===== src/rtl/seg7_pkg.sv =====
// Shared glyph and BCD constants for the 7-segment capture path.
// Segment patterns are active-low in {g,f,e,d,c,b,a} order.
package seg7_pkg;

  localparam logic [6:0] SEG_0     = 7'b1000000;
  localparam logic [6:0] SEG_1     = 7'b1111001;
  localparam logic [6:0] SEG_2     = 7'b0100100;
  localparam logic [6:0] SEG_3     = 7'b0110000;
  localparam logic [6:0] SEG_4     = 7'b0011001;
  localparam logic [6:0] SEG_5     = 7'b0010010;
  localparam logic [6:0] SEG_6     = 7'b0000011;
  localparam logic [6:0] SEG_7     = 7'b1111000;
  localparam logic [6:0] SEG_8     = 7'b0000000;
  localparam logic [6:0] SEG_9     = 7'b0011000;
  localparam logic [6:0] SEG_BLANK = 7'b1111111;

  localparam logic [3:0] BCD_BLANK = 4'hF;
  // Candidate value after an illegal glyph; no legal glyph decodes to it.
  localparam logic [3:0] BCD_BAD   = 4'hE;

endpackage


===== src/rtl/seg7_to_bcd.sv =====
// Combinational glyph decoder: active-low segment pattern to BCD.
// Unknown patterns report legal=0 and decode to BCD_BAD.
module seg7_to_bcd
  import seg7_pkg::*;
(
  input  logic [6:0] seg,
  output logic [3:0] bcd,
  output logic       legal,
  output logic       blank
);

  always_comb begin
    // NOTE: every output gets a default first so no path can infer a latch.
    bcd   = BCD_BAD;
    legal = 1'b1;
    blank = 1'b0;
    case (seg)
      SEG_0:     bcd = 4'd0;
      SEG_1:     bcd = 4'd1;
      SEG_2:     bcd = 4'd2;
      SEG_3:     bcd = 4'd3;
      SEG_4:     bcd = 4'd4;
      SEG_5:     bcd = 4'd5;
      SEG_6:     bcd = 4'd6;
      SEG_7:     bcd = 4'd7;
      SEG_8:     bcd = 4'd8;
      SEG_9:     bcd = 4'd9;
      SEG_BLANK: begin
        bcd   = BCD_BLANK;
        blank = 1'b1;
      end
      default:   legal = 1'b0;
    endcase
  end

endmodule


===== src/rtl/seg7_capture_decoder.sv =====
// Samples a multiplexed active-low 7-segment bus, debounces each digit,
// stores the committed BCD value and streams every digit change out.
module seg7_capture_decoder
  import seg7_pkg::*;
#(
  parameter int DIGITS     = 4,
  parameter int STABLE_CNT = 3
) (
  input  logic                clk,
  input  logic                rst_n,
  input  logic                sample_en,
  input  logic [DIGITS-1:0]   an,
  input  logic [6:0]          seg,
  input  logic                err_clr,
  output logic [4*DIGITS-1:0] bcd,
  output logic [DIGITS-1:0]   digit_valid,
  output logic                err,
  output logic                upd_valid,
  input  logic                upd_ready,
  output logic [2:0]          upd_idx,
  output logic [3:0]          upd_bcd
);

  localparam int         IDX_W  = (DIGITS > 1) ? $clog2(DIGITS) : 1;
  localparam logic [3:0] STABLE = 4'(STABLE_CNT);

  logic [DIGITS-1:0][3:0] cand_q, cand_d, cnt_q, cnt_d, bcd_q, bcd_d;
  logic [DIGITS-1:0]      dv_q, dv_d, pending_q, pending_d, set_mask, clr_mask;
  logic                   err_q, err_d;
  logic                   upd_valid_q, upd_valid_d;
  logic [IDX_W-1:0]       upd_idx_q, upd_idx_d;
  logic [3:0]             upd_bcd_q, upd_bcd_d;

  logic [3:0]       dec_bcd;
  logic             dec_legal, dec_blank;
  logic [3:0]       sel_cnt;
  logic [IDX_W-1:0] sel_idx, pick_idx;
  logic             accept, pick_found;

  seg7_to_bcd u_dec (
    .seg   (seg),
    .bcd   (dec_bcd),
    .legal (dec_legal),
    .blank (dec_blank)
  );

  // A sample is only meaningful when exactly one digit enable is low.
  always_comb begin
    sel_cnt = '0;
    sel_idx = '0;
    for (int i = 0; i < DIGITS; i++) begin
      if (!an[i]) begin
        sel_cnt = sel_cnt + 4'd1;
        sel_idx = IDX_W'(i);
      end
    end
    accept = sample_en && (sel_cnt == 4'd1);
  end

  always_comb begin
    cand_d   = cand_q;
    cnt_d    = cnt_q;
    bcd_d    = bcd_q;
    dv_d     = dv_q;
    set_mask = '0;
    err_d    = err_q & ~err_clr;
    if (accept) begin
      if (!dec_legal) begin
        cand_d[sel_idx] = BCD_BAD;
        cnt_d[sel_idx]  = 4'd0;
        err_d           = 1'b1;
      end else begin
        if (dec_bcd == cand_q[sel_idx]) begin
          if (cnt_q[sel_idx] != STABLE) cnt_d[sel_idx] = cnt_q[sel_idx] + 4'd1;
        end else begin
          cand_d[sel_idx] = dec_bcd;
          cnt_d[sel_idx]  = 4'd1;
        end
        // Once saturated the candidate already equals bcd, so this fires once per change.
        if (cnt_d[sel_idx] == STABLE && dec_bcd != bcd_q[sel_idx]) begin
          bcd_d[sel_idx]    = dec_bcd;
          dv_d[sel_idx]     = ~dec_blank;
          set_mask[sel_idx] = 1'b1;
        end
      end
    end
  end

  always_comb begin
    pick_found = 1'b0;
    pick_idx   = '0;
    for (int i = DIGITS - 1; i >= 0; i--) begin
      if (pending_q[i]) begin
        pick_found = 1'b1;
        pick_idx   = IDX_W'(i);
      end
    end
  end

  always_comb begin
    upd_valid_d = upd_valid_q;
    upd_idx_d   = upd_idx_q;
    upd_bcd_d   = upd_bcd_q;
    clr_mask    = '0;
    if (!upd_valid_q || upd_ready) begin
      upd_valid_d = pick_found;
      if (pick_found) begin
        upd_idx_d          = pick_idx;
        upd_bcd_d          = bcd_q[pick_idx];
        clr_mask[pick_idx] = 1'b1;
      end
    end
    // A commit landing on the same edge re-arms the bit so the newer value is sent.
    pending_d = (pending_q & ~clr_mask) | set_mask;
  end

  // NOTE: state registers use non-blocking assignments so all flops update together.
  always_ff @(posedge clk or negedge rst_n) begin
    if (!rst_n) begin
      cand_q      <= {DIGITS{BCD_BLANK}};
      cnt_q       <= '0;
      bcd_q       <= {DIGITS{BCD_BLANK}};
      dv_q        <= '0;
      pending_q   <= '0;
      err_q       <= 1'b0;
      upd_valid_q <= 1'b0;
      upd_idx_q   <= '0;
      upd_bcd_q   <= BCD_BLANK;
    end else begin
      cand_q      <= cand_d;
      cnt_q       <= cnt_d;
      bcd_q       <= bcd_d;
      dv_q        <= dv_d;
      pending_q   <= pending_d;
      err_q       <= err_d;
      upd_valid_q <= upd_valid_d;
      upd_idx_q   <= upd_idx_d;
      upd_bcd_q   <= upd_bcd_d;
    end
  end

  assign bcd         = bcd_q;
  assign digit_valid = dv_q;
  assign err         = err_q;
  assign upd_valid   = upd_valid_q;
  assign upd_idx     = 3'(upd_idx_q);
  assign upd_bcd     = upd_bcd_q;

endmodule


===== config.mk =====
export PLATFORM = sky130hd
export DESIGN_NAME = seg7_capture_decoder
export DESIGN_NICKNAME = d
export VERILOG_FILES = /design/src/rtl/seg7_pkg.sv /design/src/rtl/seg7_to_bcd.sv /design/src/rtl/seg7_capture_decoder.sv
export SDC_FILE = /design/constraint.sdc
export NUM_CORES = 1
export LEC_CHECK = 0
export BUFFER_PORTS_ARGS = -buffer_cell sky130_fd_sc_hd__clkbuf_2
export CAP_MARGIN = 20
export CORE_UTILIZATION = 55
export DETAILED_ROUTE_END_ITERATION = 16
export GPL_ROUTABILITY_DRIVEN = 0
export HOLD_SLACK_MARGIN = 0.15
export PLACE_DENSITY_LB_ADDON = 0.3
export SLEW_MARGIN = 15
export SYNTH_ARGS = -nofsm -noshare
export SYNTH_HDL_FRONTEND = slang
export SYNTH_HIERARCHICAL = 1
export SYNTH_SLANG_ARGS = --single-unit

===== constraint.sdc =====
create_clock -name clk -period 5.72 [get_ports clk]
set_clock_uncertainty 0.1 [all_clocks]
set_input_delay 0.286 -clock clk [delete_from_list [all_inputs] [get_ports clk]]
set_output_delay 0.286 -clock clk [all_outputs]
set_load 0.005 [all_outputs]

==> results of run 1 <==
[area by class of cell]
class | count | area share (%)
clock buffers | 10 | 2.98
clock inverters | 6 | 2.49
inverters | 30 | 2.43
multi-input cells | 325 | 48.1
flip-flops and latches | 64 | 35.6
well taps | 99 | 2.68
repair buffers | 49 | 5.73
[power by group]
part | internal [mW] | leakage [nW] | switching [mW]
combinational | 0.130 | 1.13 | 0.167
clock | 0.304 | 0.123 | 0.192
sequential | 0.549 | 0.740 | 0.0444
[kinds of logic after synthesis]
logic type / count (synthesis) / synth area share (%)
flops: 64 / 40.0
other cells: 1 / 0.0910
mux: 26 / 6.77
compound gates: 132 / 23.2
simple gates: 140 / 18.0
fa+ha+maj: 4 / 1.21
xor+xnor: 22 / 4.68
buf+inv: 53 / 6.07
[sequential cells by signal, indices dropped and copies added (netlist names)]
signal,count
bcd,16
cand_q,16
digit_valid,4
upd_bcd,4
err,1
upd_idx_q,2
pending_q,4
upd_valid,1
cnt_q,16
[final timing paths]
kind,startpoint,to
setup / recovery,seg[5],bcd[4]
hold / removal,upd_ready,pending_q[0]
setup reg to reg,cnt_q[0],bcd[4]
hold reg to reg,cand_q[4],cand_q[4]
max in group asynchronous,rst_n,cnt_q[6]
min in group asynchronous,rst_n,upd_valid
[worst register-to-register path, cell delays in order, from the launching register on]
cell and delay [ps]:
dfrtp_1 440, mux2_2 300, a221o_1 350, ha_1 290, inv_1 160, a211o_1 320, nand2_1 150, or3_1 390
o2bb2ai_1 230, nor4_4 580, mux2_1 400
[per-layer routing]
layer / GRT usage, % / vias up / part of all wire (%)
met3: 4.76 / 28 / 7.2
li1: - / 1693 / -
met2: 41.5 / 182 / 46
met1: 40.0 / 1733 / 45
met5: 0 / - / 0
met4: 10.1 / 0 / 2.2
[cells in the mapped netlist (4+ instances only)]
| master | count |
|---|---|
| nand3_1 | 6 |
| mux2_1 | 7 |
| clkbuf_1 | 8 |
| and3_1 | 4 |
| xnor2_1 | 20 |
| nor3_1 | 10 |
| o211ai_1 | 6 |
| a221oi_1 | 9 |
| mux2_2 | 8 |
| o22ai_1 | 13 |
| a21oi_1 | 23 |
| nor2b_1 | 9 |
| o31ai_1 | 4 |
| inv_1 | 30 |
| nor2_1 | 42 |
| o21ai_1 | 4 |
| dfstp_2 | 36 |
| o21ai_0 | 16 |
| o22a_1 | 15 |
| nand2_1 | 34 |
| dfrtp_1 | 28 |
| a22o_1 | 8 |
| ha_1 | 4 |
| buf_2 | 8 |
| buf_6 | 4 |
| nand2b_1 | 5 |
| a31oi_1 | 6 |
| mux2i_1 | 11 |
[stage by stage]
| step | instances | cell area [µm²] | total power, mW |
|---|---|---|---|
| 6_report | 583 | 4630 | 1.39 |
| 5_1_grt | 583 | 4630 | 1.44 |
| 4_1_cts | 583 | 4630 | 1.39 |
| 3_5_place_dp | 565 | 4350 | 0.888 |
| 3_3_place_gp | 565 | 4350 | 0.881 |
| 2_1_floorplan | 442 | 4120 | 0.810 |
==> flow_summary.toml, run 1 <==
[status]
outcome = "completed"

[worst_setup_path]
cp.depth = 13
criticalPathCategory = "in -> reg"
arrival_ps = 4250
path_cells = "clkbuf_2 > nor3_2 > a32oi_1 > o22ai_1 > xnor2_1 > nand4_1 > a21oi_1 > buf_4 > o21ai_2 > or3_1 > o2bb2ai_1 > nor4_4 > mux2_1"
crit_family = "simple AND/OR/NAND/NOR gates"
cp_data_required_time_ps = 5890
cp_max_fo = 12
cp-end-kind = "flip-flop"
critPathSlowestCell = "o22ai_1"
crit_buf_inv = 2
cp-start-kind = "primary input"
reg2reg_setup_slack_ps = 1950
ff2ff_path_depth = 10
max_stage_delay_ps = 740

[yosys]
synth_seq_cells = 64
synth_area_leader_cell = "dfstp_2"
yosys_warnings = 6
syn_area_mm2 = 0.00412
async_reset_ff_share_pct = 100
synth_ff_type = "dfstp_2"
synth_area_leaders = "dfstp_2 23%, dfrtp_1 17%, xnor2_1 4.3%"
syn_inst = 442
synth-edff-count = 0
synth_top_area_share_pct = 23.0
synth_seq_area_share_pct = 40.0
yosysUniqueCellTypes = 71
syn-num-nets = 462
syn_area_per_cell_um2 = 9.32

[cts]
clock_sink_count = 64
postCtsSetupRepairBufs = 0
path_clk_slew_ps = 80
ctsLongestPathBuffers = 2
cts_hold_buf = 2
cts_resized = 0
clock_latency_ps = 360
clockRootBuffer = "clkbuf_8"
tritoncts = "yes"
cts_buffers = 9
h-tree-depth = 3

[finish]
regArea_mm2 = 0.00165
num_antenna_cells = 0
final_cell_mix = "43 x clkbuf_2, 42 x nor2_1, 36 x dfstp_2"
final_common_cell = "clkbuf_2"
num-fill-cells = 622
drive_above_1_share_pct = 24.6
synthToLayoutAreaGrowth_pct = 12.2
multiInputGateArea_mm2 = 0.00222
nets = 499
utilization_pct = 63.8

[die]
io_pins = 45
start_util_pct = 56.8
fp.dieW_um = 88.6
rows = 31
die_area_mm2 = 0.00784
design.core.area_mm2 = 0.00725
die_y_um = 88.6

[power_and_ir_drop]
power_density_mw_per_mm2 = 300
leakage_nw = 1.99
ir_drop_mv = 0.195

[sta]
maxSlewHeadroom_pct = 37.5
worstMarginPinSlew_ps = 938
setup_slack_ps = 1640
rsz0062_at_grt = "false"
fmax_ghz = 0.245
slew_viol_final = 0
tns_ps = 0
setup_viol = 0
period_minus_slack_ps = 4080
hold_violations = 0
whs_ps = 251
period_share_pct = 71.4

[drt]
drtPass1Iterations = 6
drt_iter0_drc = 446
final_antenna_net_count = 0
drt-vias-per-instance = 6.24
wl_per_cell_um = 17.5
wirelength_um = 10200
vias = 3636
drc_errors = 0

[placement]
post-dp-hpwl_um = 7010
port-buffer-count = 43
dp_slack_ps = 1340

[global_routing]
grt-ovfl-total = 0
grt_pass1_wl_um = 16400
antenna_found_initial = 0
gr-usage-all-layers_pct = 27.6
grt_pass1_vias = 3260
grt_start_max_net_pins = 65

[job]
maxCapViolCount = 0

[min_path]
whs_path_depth = 3
hold_path.class = "in -> reg"
(Power assumes the default switching activity.)
==> inputs of run 2 (changes only) <==
Clock period 5.72 ns to 4.2 ns, I/O delays scaled along.
==> run 2 against run 1 <==
Effect of this change: first-iteration DRC count decreased by 17%; largest power group unchanged; final cell count increased by 1.5%; sequential cell count unchanged; non-clock buffer count increased by 9; critical path type is now reg -> reg; total power increased by 24%; clock power decreased by 1%; sequential power increased by 37%; critical endpoint is now bcd[0].
==> flow_summary.toml, run 2 (synthesized netlist as in run 1, its figures left out) <==
[status]
outcome = "completed"

[sta]
setup_slack_ps = 486
whs_ps = 213
hold_violations = 0
setup_viol = 0
rsz0062_at_grt = "false"
maxSlewHeadroom_pct = 39.0
period_minus_slack_ps = 3710
period_share_pct = 88.4
tns_ps = 0
fmax_ghz = 0.269
worstMarginPinSlew_ps = 904
slew_viol_final = 0

[drt]
wirelength_um = 10800
drt_iter0_drc = 368
wl_per_cell_um = 18.3
drt-vias-per-instance = 6.29
vias = 3723
drc_errors = 0
final_antenna_net_count = 0
drtPass1Iterations = 5

[cts]
clock_latency_ps = 360
clockRootBuffer = "clkbuf_8"
tritoncts = "yes"
clock_sink_count = 64
path_clk_slew_ps = 70
h-tree-depth = 3
cts_buffers = 9
ctsLongestPathBuffers = 2
cts_resized = 0

[finish]
synthToLayoutAreaGrowth_pct = 12.1
multiInputGateArea_mm2 = 0.00222
regArea_mm2 = 0.00165
final_cell_mix = "43 x clkbuf_2, 42 x nor2_1, 36 x dfstp_2"
fin_area_mm2 = 0.00462
stdcell_count = 592
num-fill-cells = 639
final_common_cell = "clkbuf_2"
nets = 508
drive_above_1_share_pct = 26.0
num_antenna_cells = 0
utilization_pct = 63.7

[die]
rows = 31
design.core.area_mm2 = 0.00725
io_pins = 45
die_area_mm2 = 0.00784
start_util_pct = 56.8
die_y_um = 88.6
fp.dieW_um = 88.6

[worst_setup_path]
arrival_ps = 3890
crit_family = "compound AO/OA/AOI/OAI gates"
cp-end-kind = "flip-flop"
cp-start-kind = "flip-flop"
cp_max_fo = 7
path_cells = "mux2_2 > a221o_1 > ha_1 > nor4bb_1 > nor4_1 > o211ai_1 > nand2_1 > o311ai_0 > or3_4 > a211oi_4 > mux2_2"
crit_buf_inv = 0
cp_data_required_time_ps = 4380
crit_top_cell = "mux2_2"
critPathSlowestCell = "dfrtp_1"
criticalPathCategory = "reg -> reg"
max_stage_delay_ps = 440

[placement]
place_inst = 574
post-dp-hpwl_um = 7950
dp_slack_ps = 269
port-buffer-count = 43
placed_area_mm2 = 0.00442

[min_path]
hold_path.class = "in -> reg"

[global_routing]
antenna_found_initial = 0
grt_pass1_wl_um = 17400
grt_start_max_net_pins = 35
grt-ovfl-total = 0
gr-usage-all-layers_pct = 29.7
grt_pass1_vias = 3379

[power_and_ir_drop]
p_total_mw = 1.71
power_density_mw_per_mm2 = 370
leakage_nw = 1.99
ir_drop_mv = 0.330

[job]
maxCapViolCount = 0
==> run 2: repair_timing <==
item	in CTS	in global routing
endpoints found under the setup margin	0	0
buffers inserted	0	0
endpoints found under the hold margin	21	0
hold buffers	2	0
==> run 2: path summary, 6_finish.rpt <==
kind	start	to	slack [ps]	depth (start not counted)
setup / recovery	cnt_q[4]	bcd[0]	490	11
hold / removal	upd_ready	pending_q[0]	210	3
setup reg to reg	cnt_q[4]	bcd[0]	490	11
hold reg to reg	upd_idx_q[1]	upd_idx_q[1]	390	1
max in group asynchronous	rst_n	bcd[11]	2640	3
min in group asynchronous	rst_n	upd_idx_q[1]	380	2
==> run 2: power breakdown <==
group / total [mW] / switching [mW] / leakage [nW] / internal [mW]
clock network: 0.489 / 0.271 / 0.0785 / 0.218
logic: 0.411 / 0.227 / 1.17 / 0.184
registers: 0.812 / 0.0636 / 0.740 / 0.748
==> run 2: worst register-to-register path, stage by stage (launching register included) <==
cell,delay [ps]
dfrtp_1,440
mux2_2,310
a221o_1,360
ha_1,290
nor4bb_1,170
nor4_1,270
o211ai_1,240
nand2_1,170
o311ai_0,160
or3_4,380
a211oi_4,380
mux2_2,380
==> run 2: routing by layer <==
metal / global-route usage, % / vias to the layer above / part of all wire (%)
li1: - / 1712 / -
met1: 42.0 / 1770 / 44
met2: 45.5 / 212 / 45
met3: 6.34 / 29 / 8.0
met4: 9.82 / 0 / 2.3
met5: 0 / - / 0
==> run 2: layout make-up <==
type                            instances  share of cell area, %
Multi-Input combinational cell        325                   48.1
Tap cell                               99                   2.68
Clock buffer                            9                   2.68
Timing Repair Buffer                   58                   7.20
Sequential cell                        64                   35.6
Clock inverter                          7                   1.22
Inverter                               30                   2.44
==> inputs of run 3 (changes only) <==
Settings changed: CORE_UTILIZATION 55 to 54, CTS_CLUSTER_DIAMETER set to 40, PLACE_DENSITY set to 0.77, PLACE_DENSITY_LB_ADDON 0.3 to unset.
Clock period 4.2 ns to 3.3 ns, I/O delays scaled along.
==> run 3 against run 2 <==
Effect of this change: final cell count rose by 8.3%; combinational power rose by 58%; maximum frequency rose by 15%; sequential power rose by 26%; first-iteration DRC count rose by 11%; total power rose by 43%; cell area rose by 12%; count of clock-buffer cells in the layout rose by 2; routed wire length rose by 2.6%; global-route usage fell by 0.36 points; highest routed layer unchanged.
==> flow_summary.toml, run 3 (synthesized netlist as in run 1, its figures left out) <==
[global_routing]
grt_pass1_vias = 3570
grt-ovfl-total = 0
gr-usage-all-layers_pct = 29.4
antenna_found_initial = 0
grt_pass1_wl_um = 17300
grt_start_max_net_pins = 35

[finish]
synthToLayoutAreaGrowth_pct = 25.5
nets = 557
num_antenna_cells = 0
stdcell_count = 641
drive_above_1_share_pct = 34.7
num-fill-cells = 555
final_cell_mix = "58 x buf_4, 43 x clkbuf_2, 41 x nor2_1"
final_common_cell = "buf_4"
utilization_pct = 70.6

[min_path]
hold_path.class = "in -> reg"

[die]
die_area_mm2 = 0.00799
io_pins = 45
die_y_um = 89.4
start_util_pct = 56.2
design.core.area_mm2 = 0.00733
rows = 31
fp.dieW_um = 89.4

[drt]
drtPass1Iterations = 5
vias = 3851
drc_errors = 0
drt_iter0_drc = 410
wirelength_um = 11100
drt-vias-per-instance = 6.01
final_antenna_net_count = 0
wl_per_cell_um = 17.4

[sta]
rsz0062_at_grt = "true"
worstMarginPinSlew_ps = 848
period_minus_slack_ps = 3230
period_share_pct = 97.9
fmax_ghz = 0.309
tns_ps = 0
whs_ps = 261
setup_viol = 0
slew_viol_final = 0
hold_violations = 0
maxSlewHeadroom_pct = 42.7

[worst_setup_path]
cp_max_fo = 7
criticalPathCategory = "reg -> reg"
reg2reg_setup_slack_ps = 70
cp_data_required_time_ps = 3490
cp-start-kind = "flip-flop"
cp-end-kind = "flip-flop"
arrival_ps = 3430

[cts]
clock_latency_ps = 360
tritoncts = "yes"
clockRootBuffer = "clkbuf_8"
h-tree-depth = 3
clock_sink_count = 64
path_clk_slew_ps = 80
cts_buffers = 9
ctsLongestPathBuffers = 2

[power_and_ir_drop]
ir_drop_mv = 0.383
p_total_mw = 2.44
leakage_nw = 2.31
power_density_mw_per_mm2 = 472

[placement]
place_inst = 618
port-buffer-count = 43
post-dp-hpwl_um = 8140

[status]
outcome = "completed"

[job]
maxCapViolCount = 0
[run 3: area by class of cell]
cell class	instances	area [µm²]	share of cell area, %
Clock inverter	5	80.1	1.55
Sequential cell	64	1650	31.8
Clock buffer	11	141	2.73
Tap cell	99	124	2.39
Inverter	30	113	2.18
Multi-Input combinational cell	325	2340	45.2
Timing Repair Buffer	107	732	14.2
[run 3: critical path, stage by stage, from the launching register on]
cell and delay, ps:
dfrtp_1 370, mux2_4 270, a221o_1 350, ha_4 200, inv_2 90, a211o_1 180
nand2_1 120, o32a_1 390, or3_4 390, a211oi_4 250, buf_12 160, mux2_4 290
[run 3: path summary, 6_finish.rpt]
path	cells after the start	to	start
max in group asynchronous	3	cand_q[0]	rst_n
hold reg to reg	1	upd_idx_q[1]	upd_idx_q[1]
setup reg to reg	11	bcd[2]	cnt_q[4]
hold / removal	5	cnt_q[5]	sample_en
min in group asynchronous	2	pending_q[2]	rst_n
setup / recovery	11	bcd[2]	cnt_q[4]
[run 3: report_power, final]
part	internal [mW]	switching, mW
sequential	0.952	0.0723
clock	0.447	0.324
combinational	0.315	0.333
total	1.71	0.730
[run 3: metal layers]
metal	wire length, µm	part of all wire (%)	global-route usage (%)	vias up
li1	-	-	-	1811
met1	4920	44	38.6	1837
met2	5170	46	47.0	182
met3	855	7.7	6.93	21
met4	179	1.6	11.5	0
met5	0	0	0	-
[run 3: through the flow]
stage	cell area [µm²]	worst slack, ps
after floorplan	4210	13.0
after global placement	4830	-79.0
after detailed placement	4830	-252
after CTS	5090	3.27
after global routing	5170	-45.9
final	5170	68.3
[run 3: repair_timing]
item / in CTS / in global routing
buffers inserted: 0 / 4
pin swaps: 4 / 8
endpoints found under the setup margin: 8 / 20
hold buffers: 3 / 0
hold endpoints to repair: 22 / 0
gates resized for setup: 1 / 13
